## src/rtl/score_keeper_pkg.sv

```systemverilog
// Shared types and constants for the BCD score keeper.
package score_pkg;

  localparam int NUM_DIGITS_DEF = 4;

  typedef enum logic [1:0] {
    AWARD_20   = 2'd0,
    AWARD_50   = 2'd1,
    AWARD_100  = 2'd2,
    AWARD_1000 = 2'd3
  } award_e;

  typedef enum logic [1:0] {
    IDLE   = 2'd0,
    ADD    = 2'd1,
    COMMIT = 2'd2
  } state_e;

  // Award code to packed BCD addend (four digits).
  function automatic logic [15:0] award_to_bcd(input award_e code);
    case (code)
      AWARD_20:   return 16'h0020;
      AWARD_50:   return 16'h0050;
      AWARD_100:  return 16'h0100;
      AWARD_1000: return 16'h1000;
      default:    return 16'h0000;
    endcase
  endfunction

endpackage

```

## src/rtl/score_keeper_bcd_digit_adder.sv

```systemverilog
// Single BCD digit adder with carry in/out; purely combinational.
module bcd_digit_adder (
  input  logic [3:0] a,
  input  logic [3:0] b,
  input  logic       ci,
  output logic [3:0] sum,
  output logic       co
);

  logic [4:0] w_raw;

  assign w_raw = {1'b0, a} + {1'b0, b} + {4'b0000, ci};

  // Decimal correction: (raw - 10) mod 16 equals raw + 6 on the low nibble.
  always_comb begin
    sum = w_raw[3:0];
    co  = 1'b0;
    if (w_raw > 5'd9) begin
      sum = w_raw[3:0] + 4'd6;
      co  = 1'b1;
    end
  end

endmodule

```

## src/rtl/score_keeper.sv

```systemverilog
// Serial BCD score accumulator: one digit per cycle, saturating, with high
// score tracking and an extra-life strobe on thousands-digit change.
module score_keeper
  import score_pkg::*;
#(
  parameter int NUM_DIGITS = NUM_DIGITS_DEF
) (
  input  logic                    clk,
  input  logic                    rst_n,
  input  logic                    clear_score,
  input  logic                    award_valid,
  input  logic [1:0]              award_sel,
  output logic                    award_ready,
  output logic [4*NUM_DIGITS-1:0] score,
  output logic [4*NUM_DIGITS-1:0] hi_score,
  output logic                    busy,
  output logic                    extra_life
);

  localparam int SW = 4 * NUM_DIGITS;
  localparam int IW = (NUM_DIGITS > 1) ? $clog2(NUM_DIGITS) : 1;
  localparam logic [IW-1:0] LAST_IDX = IW'(NUM_DIGITS - 1);
  localparam int XL = (NUM_DIGITS > 3) ? 3 : NUM_DIGITS - 1;

  state_e          r_state;
  state_e          w_state_next;
  logic [IW-1:0]   r_idx;
  logic [SW-1:0]   r_addend;
  logic [SW-1:0]   r_work;
  logic            r_carry;
  logic [SW-1:0]   r_score;
  logic [SW-1:0]   r_hi;
  logic            r_extra_life;

  logic            w_xfer;
  logic [SW-1:0]   w_award;
  logic [3:0]      w_digit_a;
  logic [3:0]      w_digit_b;
  logic [3:0]      w_digit_sum;
  logic            w_digit_co;
  logic [SW-1:0]   w_result;

  assign w_xfer      = award_valid && award_ready;
  assign w_award     = SW'(award_to_bcd(award_e'(award_sel)));
  assign w_digit_a   = r_work[4*r_idx +: 4];
  assign w_digit_b   = r_addend[4*r_idx +: 4];
  assign w_result    = r_carry ? {NUM_DIGITS{4'h9}} : r_work;

  bcd_digit_adder u_digit_add (
    .a   (w_digit_a),
    .b   (w_digit_b),
    .ci  (r_carry),
    .sum (w_digit_sum),
    .co  (w_digit_co)
  );

  // FSM state register.
  always_ff @(posedge clk or negedge rst_n) begin
    if (!rst_n) r_state <= IDLE;
    else        r_state <= w_state_next;
  end

  // FSM next-state logic; clear_score forces IDLE from any state.
  always_comb begin
    w_state_next = r_state;
    if (clear_score) begin
      w_state_next = IDLE;
    end else begin
      case (r_state)
        IDLE:    if (w_xfer) w_state_next = ADD;
        ADD:     if (r_idx == LAST_IDX) w_state_next = COMMIT;
        COMMIT:  w_state_next = IDLE;
        default: w_state_next = IDLE;
      endcase
    end
  end

  // FSM outputs: handshake ready and busy flag.
  always_comb begin
    award_ready = (r_state == IDLE) && !clear_score;
    busy        = (r_state != IDLE);
  end

  // Datapath: latch operands, ripple one digit per ADD cycle, commit result.
  always_ff @(posedge clk or negedge rst_n) begin
    if (!rst_n) begin
      r_idx        <= '0;
      r_addend     <= '0;
      r_work       <= '0;
      r_carry      <= 1'b0;
      r_score      <= '0;
      r_hi         <= '0;
      r_extra_life <= 1'b0;
    end else if (clear_score) begin
      r_idx        <= '0;
      r_carry      <= 1'b0;
      r_score      <= '0;
      r_extra_life <= 1'b0;
    end else begin
      r_extra_life <= 1'b0;
      case (r_state)
        IDLE: begin
          if (w_xfer) begin
            r_addend <= w_award;
            r_work   <= r_score;
            r_carry  <= 1'b0;
            r_idx    <= '0;
          end
        end
        ADD: begin
          r_work[4*r_idx +: 4] <= w_digit_sum;
          r_carry              <= w_digit_co;
          r_idx                <= (r_idx == LAST_IDX) ? '0 : r_idx + 1'b1;
        end
        COMMIT: begin
          r_score      <= w_result;
          if (w_result > r_hi) r_hi <= w_result;
          r_extra_life <= (w_result[4*XL +: 4] != r_score[4*XL +: 4]);
        end
        default: ;
      endcase
    end
  end

  assign score      = r_score;
  assign hi_score   = r_hi;
  assign extra_life = r_extra_life;

endmodule
```

## config.mk

```make
export PLATFORM = sky130hd
export DESIGN_NAME = score_keeper
export DESIGN_NICKNAME = d
export VERILOG_FILES = /design/src/rtl/score_keeper_pkg.sv /design/src/rtl/score_keeper_bcd_digit_adder.sv /design/src/rtl/score_keeper.sv
export SDC_FILE = /design/constraint.sdc
export NUM_CORES = 1
export LEC_CHECK = 0
export CAP_MARGIN = 15
export CORE_MARGIN = 1.5
export CORE_UTILIZATION = 30
export CTS_CLUSTER_DIAMETER = 30
export DETAILED_ROUTE_END_ITERATION = 7
export GPL_ROUTABILITY_DRIVEN = 0
export GPL_TIMING_DRIVEN = 0
export RECOVER_POWER = 50
export SYNTH_ARGS = -nofsm -noshare
export SYNTH_HDL_FRONTEND = slang
export SYNTH_SLANG_ARGS = --single-unit
```

## constraint.sdc

```tcl
create_clock -name clk -period 5.25 [get_ports clk]
set_input_delay 0.525 -clock clk [delete_from_list [all_inputs] [get_ports clk]]
set_output_delay 0.525 -clock clk [all_outputs]
set_load 0.05 [all_outputs]
```

# Word-level counts from Yosys, hierarchy flattened
# Cells that the tools add are included.
word_totals:
  ff_bits: 70
  inputBits: 6
  out_inout_bits: 35
  word_cells: 66
classes:
  add_sub_neg: 5
  order_cmp: 2
  n_eq_ne: 10
  shift: 4
  mux: 22
  n_bitwise: 1
  n_reduce_logical: 14
op_table:
  columns: ["cell", "n"]
  rows:
  - ["$mux 16", 4]
  - ["$pmux 16 s4", 1]
  - ["$neg 4->34", 1]
  - ["$shift 4x34->16 const A", 1]
  - ["$shiftx 4x34->16", 1]
  - ["$pmux 16 s2", 1]
  - ["$shiftx 16x5->4", 2]
  - ["$bwmux 16", 1]
  - ["$gt 16x16->1", 1]
  - ["$mux 2", 6]
  - ["$reduce_and 3->1", 3]
  - ["$eq 2x2->1 const B", 4]
  - ["$pmux 2 s2", 2]
  - ["$ne 3x3->1 const B", 2]
  - ["$reduce_bool 2->1", 3]
  - ["$add 4x4->5", 1]
  - ["$add 5x1->5", 1]
  - ["$gt 5x4->1 const B", 1]
  - ["$mux 1", 5]
  - ["$add 4x3->4 const B", 1]
  - ["$eq 2x1->1 const B", 2]
  - ["$logic_not 2->1", 2]
  - ["$mux 4", 1]
  - ["$ne 4x4->1", 1]
  - ["8 further kinds", 10]

# Longest topological paths before layout
# Gate-level depths: netlist (run 1).
logic_depth:
  depth_word: 8
  depth_mapped: 14

# Modules after synthesis
# Synthesis (run 1) repeated with hierarchy kept, for this count alone.
unflattened:
  hier_cells: 316
  hier_area_um2: 3328.2
by_module_without_submodules:
  columns: ["module", "n_inst", "cells_per_inst", "area_each_um2", "seq_area_each_um2"]
  rows:
  - ["score_keeper", 1, 294, 3116.7, 1451.4]
  - ["bcd_digit_adder", 1, 22, 211.5, 0.0]

# Worst setup path after synthesis (run 1)
# No wires, ideal clock.
synth_timing:
  kind: "register -> register"
  start: "register r_idx[0]"
  end: "register r_work[13]"
  setup_time_ns: 0.146
  arrival_ns: 3.306
  required_ns: 5.104
  slack_ns: 1.798
  stages_incl_launch_ff: 13
  cell_sequence: "dfrtp_1 > clkbuf_1 > mux4_2 > fa_1 > fa_1 > xnor2_1 > ha_1 > nor2b_1 > a221o_1 > and3_1 > a21oi_2 > xnor2_1 > o221ai_1"
synth_between:
  elab_chain_cells: 8
  word_cells_on_any_way: 12
  classes_between: "add/sub (4); order compare (1); shift (4); mux (3)"
synth_rtl:
  columns: ["item", "line_no", "rtl"]
  rows:
  - ["from (decl)", "score_keeper.sv:27", "logic [IW-1:0] r_idx;"]
  - ["from (signal assigned)", "score_keeper.sv:113", "r_idx <= (r_idx == LAST_IDX) ? '0 : r_idx + 1'b1;"]
  - ["$shiftx 16x5->4, on equally long branches", "score_keeper.sv:45, score_keeper.sv:46", null]
  - ["$add 4x4->5", "score_keeper_bcd_digit_adder.sv:12", "assign w_raw = {1'b0, a} + {1'b0, b} + {4'b0000, ci};"]
  - ["$add 5x1->5", "score_keeper_bcd_digit_adder.sv:12", null]
  - ["$add 4x3->4 or $gt 5x4->1 (tied branches)", "score_keeper_bcd_digit_adder.sv:19, score_keeper_bcd_digit_adder.sv:18", null]
  - ["$mux 4", "score_keeper_bcd_digit_adder.sv:18", "if (w_raw > 5'd9) begin"]
  - ["$shiftx 4x34->16", "score_keeper.sv:111", "r_work[4*r_idx +: 4] <= w_digit_sum;"]
  - ["$bwmux 16 *", "score_keeper.sv:111", null]
  - ["$pmux 16 s2 *", "score_keeper.sv:101", "case (r_state)"]
  - ["to (signal assigned)", "score_keeper.sv:105", "r_work <= r_score;"]
  - ["to (signal, indexed assignment)", "score_keeper.sv:111", null]
  - ["to (decl)", "score_keeper.sv:29", "logic [SW-1:0] r_work;"]
# Mark *: on every way between the ends. The rest lies on a longest branch, timed or not.
# A chain may end at the register's enable or synchronous reset.

# Worst setup path in the final report (run 1)
layout_timing:
  start: "register r_idx[0]"
  end: "register r_work[14]"
# The elaborated chain is that of the path after synthesis.

==> impl_metrics.csv, run 1 <==
group,metric,value,unit
outcome,outcome,"finished, violations left",
outcome,violations,"max-capacitance violations, max-slew violations",
clock_network,cts_hold_buf,0,
floorplan,die_area,11800,sq um
power_and_ir_drop,p_leak,1.77,nW
power_and_ir_drop,power_frac_clock,31.3,%
worst_setup_path,r2r_cells,12,
synthesis,yosys_register_bits,58,
synthesis,ys_warn_count,0,
grt,grt_pass1_vias,2764,
timing,setup_viol,0,
synthesis,synth_edf_count,0,
clock_network,postCtsSetupBuffers,0,
synthesis,yosysUniqueCellTypes,43,
synthesis,yosysSeqAreaShare,43.2,%
synthesis,syn_avg_cell_area,9.79,sq um
floorplan,pin_count,41,
floorplan,die_h,109,um
worst_setup_path,reg2reg_to,"r_work[14]$_DFFE_PN0P_",
floorplan,initial_core_util,30.9,%
cells_and_area,antenna_cells,0,
drt,via_per_inst,5.08,
grt,overflow,0,
drt,drc_errors,0,
drt,drt_iter0_drc,158,
power_and_ir_drop,power.density,313,nW/um^2
place,port_buffers,39,
worst_setup_path,cp-start-kind,"flip-flop",
grt,grt_pass1_wl,14.1,mm
drt,ant_nets,0,
timing,slew_viol_final,61,
cells_and_area,fill_cells,1118,
grt,antenna_found_initial,0,
synthesis,syn_area,3360,sq um
timing,post-route-period-util,80.4,%
worst_setup_path,crit_fanout,10,
worst_setup_path,crit_buf_inv,1,
synthesis,synthFlopType,"dfrtp_1",
worst_setup_path,worstSetupPathType,"reg -> reg",
worst_hold_path,hp-start,"r_addend[6]$_DFFE_PN0P_",
worst_hold_path,min_to,"r_addend[6]$_DFFE_PN0P_",
worst_hold_path,hold_depth,2,
clock_network,cts_num_sinks,58,
worst_setup_path,r2r-start,"r_idx[0]$_DFFE_PN0P_",
synthesis,synth_largest_area_cell,"dfrtp_1",
timing,tightest_slew,1740,ps
worst_setup_path,cpMaxStageDelayCell,"fa_1",
drt,vias,2738,
cells_and_area,syn2layout_area_growth,22.4,%
timing,max_freq,0.237,GHz
worst_setup_path,cp_cell_sequence,"clkbuf_1, mux4_2, fa_1, fa_1, xnor2_1, ha_1, nor2b_1, a21o_1, a21o_1, mux2i_1, o211ai_1, o221ai_1",
drt,routedWlPerCell,15.9,um
clock_network,cts_tree,"built",
floorplan,fp.coreArea,10900,sq um
run,cap_viol_max_count,2,
drt,routed_wl,8.57,mm
clock_network,post_cts_resized,0,
drt,drtPass1Iterations,5,
place,dp_hpwl,6.41,mm
timing,timing.hold.ws,478,ps
power_and_ir_drop,ir_worst_vdd,0.139,mV
synthesis,async_flop_share,100,%
clock_network,clk_pin_slew,70,ps
worst_setup_path,crit_family,"adder cells",
cells_and_area,nets,425,
synthesis,yosysMostFrequentCell,"dfrtp_1",
clock_network,cts.path.max_buffers,2,
power_and_ir_drop,combinationalPowerShare,29.2,%
timing,min_period,4220,ps
worst_setup_path,required,5450,ps
timing,relSlewSlack,-16.0,%
clock_network,clkLatencyLatePin,350,ps
timing,hold_viol,0,
clock_network,cts_max_level,3,
worst_setup_path,reg2reg_slack,1030,ps
timing,fin_setup_tns,0,ps
worst_setup_path,arrival,4420,ps
worst_setup_path,critPathCaptureType,"flip-flop",
floorplan,rows,38,
power_and_ir_drop,switching_power,454,uW
synthesis,syn-instance-count,343,
worst_setup_path,slowest_delay,470,ps
worst_hold_path,min_path_type,"reg -> reg",
grt,grt_start_max_net_pins,32,
synthesis,syn_nets,374,
clock_network,cts_root_buf,"clkbuf_8",
power_and_ir_drop,p_int,832,uW
power_and_ir_drop,pwr-share-seq,39.5,%
synthesis,netlist_top_cells_count,"dfrtp_1, nand2_1, inv_1",
synthesis,synth_area_leaders,"dfrtp_1, ha_1, mux2_2, nand2_1, a22o_1",
clock_network,cts_inserted_buffers,9,
grt,grt_usage,15.9,%
floorplan,die-width,109,um
power_and_ir_drop,switching_share,35.3,%
timing,finalClockSkew,12.9,ps
timing,rsz0062_at_grt,"no",
cells_and_area,drive_gt1_share,12.0,%
synthesis,yosys.area.top_type_share,43.2,%
==> registers in the layout (all words and copies together), names as in the netlist <==
| signal | cells |
|---|---|
| score | 16 |
| extra_life | 1 |
| r_work | 16 |
| hi_score | 16 |
| r_carry | 1 |
| r_addend | 4 |
| r_state | 2 |
| r_idx | 2 |
==> through the flow <==
step                      util [%]  setup WS [ps]  power (mW)  std cells  instance area [sq um]
after floorplan                  -           1800       0.770        343                   3360
after global placement        36.0           1210       0.877        522                   3930
after detailed placement      36.2           1100       0.891        523                   3940
after CTS                     37.9           1050        1.30        539                   4130
after global routing          37.8            655        1.37        539                   4110
final                         37.8           1030        1.29        539                   4110
==> kinds of logic (layout without fill, tap and decap cells) <==
kind of cell    after synthesis  in the layout  share of synthesized area [%]
compound gates               87             87                           17.1
xor+xnor                      6              6                           1.56
fa+ha+maj                    25             25                           9.76
buf+inv                      42             98                           4.99
flops                        58             58                           43.2
mux                          22             22                           8.60
simple gates                103            103                           14.7
==> metal layers <==
layer | wire, um | global-route usage (%)
met1 | 4030 | 21.4
met2 | 3970 | 25.3
met3 | 464 | 2.81
met4 | 100 | 6.11
met5 | 0 | 0
==> area by class of cell <==
class,count,area (sq um),share of cell area (%)
clock buffer,12,165,4.02
buffer,15,65.1,1.58
sequential,58,1450,35.3
multi-input combinational,243,1740,42.3
inverter,27,101,2.47
timing repair buffer,40,388,9.43
tap,140,175,4.26
clock inverter,4,25.0,0.609
==> layout by cell type, fill, tap and decap left out, drive strengths merged, types with 3 or more instances in the layout <==
master and n:
dfrtp 58, nand2 39, o21ai 24, mux4 4, inv 27, clkbuf 27
mux2i 3, nand2b 3, clkdlybuf4s50 37, mux2 15, ha 23, and3 5
nor2b 9, xnor2 6, or2 9, nand3 8, nand4 4, a21o 5
nor2 18, a22o 15, a21oi 22, o221ai 3, a22oi 5
==> how the worst max path moves through the flow <==
stage,to,startpoint,cells after the start,slack (ps)
finish,r_work[14]$_DFFE_PN0P_,r_idx[0]$_DFFE_PN0P_,12,1030
global route,r_work[14]$_DFFE_PN0P_,r_idx[1]$_DFFE_PN0P_,14,660
CTS,r_work[14]$_DFFE_PN0P_,r_idx[0]$_DFFE_PN0P_,12,1050
detailed placement,r_work[10]$_DFFE_PN0P_,r_idx[0]$_DFFE_PN0P_,12,1100
global placement,r_work[14]$_DFFE_PN0P_,r_idx[0]$_DFFE_PN0P_,12,1210
floorplan,r_work[13]$_DFFE_PN0P_,r_idx[0]$_DFFE_PN0P_,12,1800
==> tightest hold or removal path: cells and delay by family, from the launching register on <==
family | cells | cell delay, ps
AOI/OAI and AO/OA | 1 | 60
and+or+nand+nor | 1 | 50
DFF | 1 | 340
==> power groups by stage <==
stage	clock network (mW)	logic, mW	registers, mW
6_report	0.402	0.376	0.508
5_1_grt	0.432	0.424	0.512
4_1_cts	0.410	0.379	0.507
3_5_place_dp	0	0.376	0.516
3_3_place_gp	0	0.362	0.515
2_1_floorplan	0	0.251	0.519
No activity file was read; power rests on OpenSTA's default activity.
==> run 2: changes to the inputs <==
Clock period 5.25 ns to 3.44 ns, I/O delays scaled along.
==> impl_metrics.csv, run 2 (synthesized netlist as in run 1, its figures left out) <==
group,metric,value,unit
cells_and_area,fin_area,4340,sq um
timing,hold_viol,0,
worst_setup_path,r2r_cells,12,
drt,routed_wl,8.84,mm
drt,drt_iter0_drc,194,
grt,grt_pass1_wl,14.4,mm
place,dpl.cell_count,523,
place,place_ws,-423,ps
timing,tightest_slew,1700,ps
drt,ant_nets,0,
power_and_ir_drop,power.density,513,nW/um^2
drt,via_per_inst,5.10,
floorplan,fp.coreArea,10900,sq um
worst_setup_path,worstSetupPathType,"reg -> reg",
worst_setup_path,crit_cells,12,
worst_setup_path,crit_buf_inv,1,
cells_and_area,finalNonFillerCells,549,
worst_setup_path,critPathCaptureType,"flip-flop",
timing,setup_viol,0,
drt,drtPass1Iterations,5,
place,port_buffers,39,
cells_and_area,final_cell_mix,"dfrtp_1, nand2_1, clkdlybuf4s50_1, inv_1, ha_1",
drt,drc_errors,0,
cells_and_area,final_core_util,39.9,%
worst_setup_path,cpMaxStageDelayCell,"mux4_2",
cells_and_area,nets,435,
floorplan,rows,38,
clock_network,cts_root_buf,"clkbuf_8",
timing,post-route-period-util,99.4,%
timing,setup_ws,21.9,ps
grt,antenna_found_initial,0,
worst_setup_path,crit_start,"r_idx[1]$_DFFE_PN0P_",
worst_setup_path,required,3640,ps
grt,grt_start_max_net_pins,31,
outcome,violations,"max-capacitance violations, max-slew violations",
clock_network,clk_pin_slew,70,ps
worst_setup_path,reg2reg_to,"r_work[13]$_DFFE_PN0P_",
floorplan,die_area,11800,sq um
run,cap_viol_max_count,2,
power_and_ir_drop,p_total,2.23,mW
cells_and_area,final_common_cell,"dfrtp_1",
timing,min_period,3420,ps
timing,timing.hold.ws,391,ps
worst_hold_path,min_path_type,"in -> reg",
timing,finalClockSkew,12.9,ps
power_and_ir_drop,p_leak,1.87,nW
worst_setup_path,arrival,3610,ps
grt,grt_usage,16.3,%
floorplan,pin_count,41,
worst_setup_path,cp-start-kind,"flip-flop",
floorplan,die-width,109,um
timing,slew_viol_final,61,
worst_setup_path,crit_fanout,4,
cells_and_area,syn2layout_area_growth,29.3,%
worst_setup_path,cp_cell_sequence,"clkbuf_8, mux4_2, fa_2, fa_2, xnor2_4, ha_4, nor2b_4, a221o_1, and3_4, a21oi_4, xnor2_4, o221ai_1",
place,placed_area,3940,sq um
drt,vias,2801,
timing,fin_setup_tns,0,ps
drt,routedWlPerCell,16.1,um
worst_setup_path,reg2reg_slack,20,ps
grt,grt_pass1_vias,2710,
clock_network,cts.path.max_buffers,2,
clock_network,cts_max_level,3,
cells_and_area,drive_gt1_share,17.6,%
cells_and_area,fill_cells,1100,
place,dp_hpwl,6.42,mm
floorplan,initial_core_util,30.9,%
clock_network,cts_tree,"built",
worst_setup_path,r2r-start,"r_idx[1]$_DFFE_PN0P_",
worst_setup_path,endpoint,"r_work[13]$_DFFE_PN0P_",
timing,relSlewSlack,-13.2,%
clock_network,cts_inserted_buffers,9,
clock_network,cts_num_sinks,58,
worst_setup_path,crit_family,"adder cells",
power_and_ir_drop,ir_worst_vdd,0.182,mV
worst_setup_path,slowest_delay,520,ps
timing,rsz0062_at_grt,"yes",
timing,max_freq,0.293,GHz
cells_and_area,antenna_cells,0,
grt,overflow,0,
outcome,outcome,"finished, violations left",
floorplan,die_h,109,um
clock_network,clkLatencyLatePin,340,ps
-- run 2: how the worst min path moves through the flow --
stage	to	startpoint	slack [ps]	cells after the start
5_1_grt	r_carry$_DFFE_PN0P_	clear_score	400	2
2_1_floorplan	extra_life$_DFF_PN0_	rst_n	50	0
3_3_place_gp	r_addend[6]$_DFFE_PN0P_	r_addend[6]$_DFFE_PN0P_	470	2
6_report	r_state[1]$_DFFE_PN0P_	clear_score	390	2
4_1_cts	score[0]$_DFFE_PN0P_	rst_n	80	1
3_5_place_dp	r_addend[8]$_DFFE_PN0P_	rst_n	450	1
-- run 2: area by class of cell --
class	instances	area [sq um]	area share [%]
multi-input combinational	243	1840	42.3
clock buffer	12	155	3.57
sequential	58	1450	33.4
inverter	27	101	2.33
clock inverter	4	73.8	1.70
tap	140	175	4.03
buffer	14	72.6	1.67
timing repair buffer	51	474	10.9
-- run 2: per-layer routing --
| layer | up-vias | share of wire [%] | global-route usage (%) |
|---|---|---|---|
| li1 | 1340 | - | - |
| met1 | 1341 | 45 | 22.4 |
| met2 | 106 | 47 | 25.2 |
| met3 | 14 | 5.9 | 3.47 |
| met4 | 0 | 2.4 | 6.48 |
| met5 | - | 0 | 0 |
-- run 2: repair_timing --
action	in CTS	in global routing
setup endpoints to repair	22	22
hold endpoints to repair	0	0
hold buffers	0	0
pin swaps	7	11
resized for setup	13	14
buffers inserted	10	1
-- run 2: power by group --
group / leakage [nW] / switching [mW] / internal, mW
Combinational: 0.990 / 0.401 / 0.312
Clock: 0.117 / 0.291 / 0.448
Sequential: 0.763 / 0.0483 / 0.729
Total: 1.87 / 0.740 / 1.49
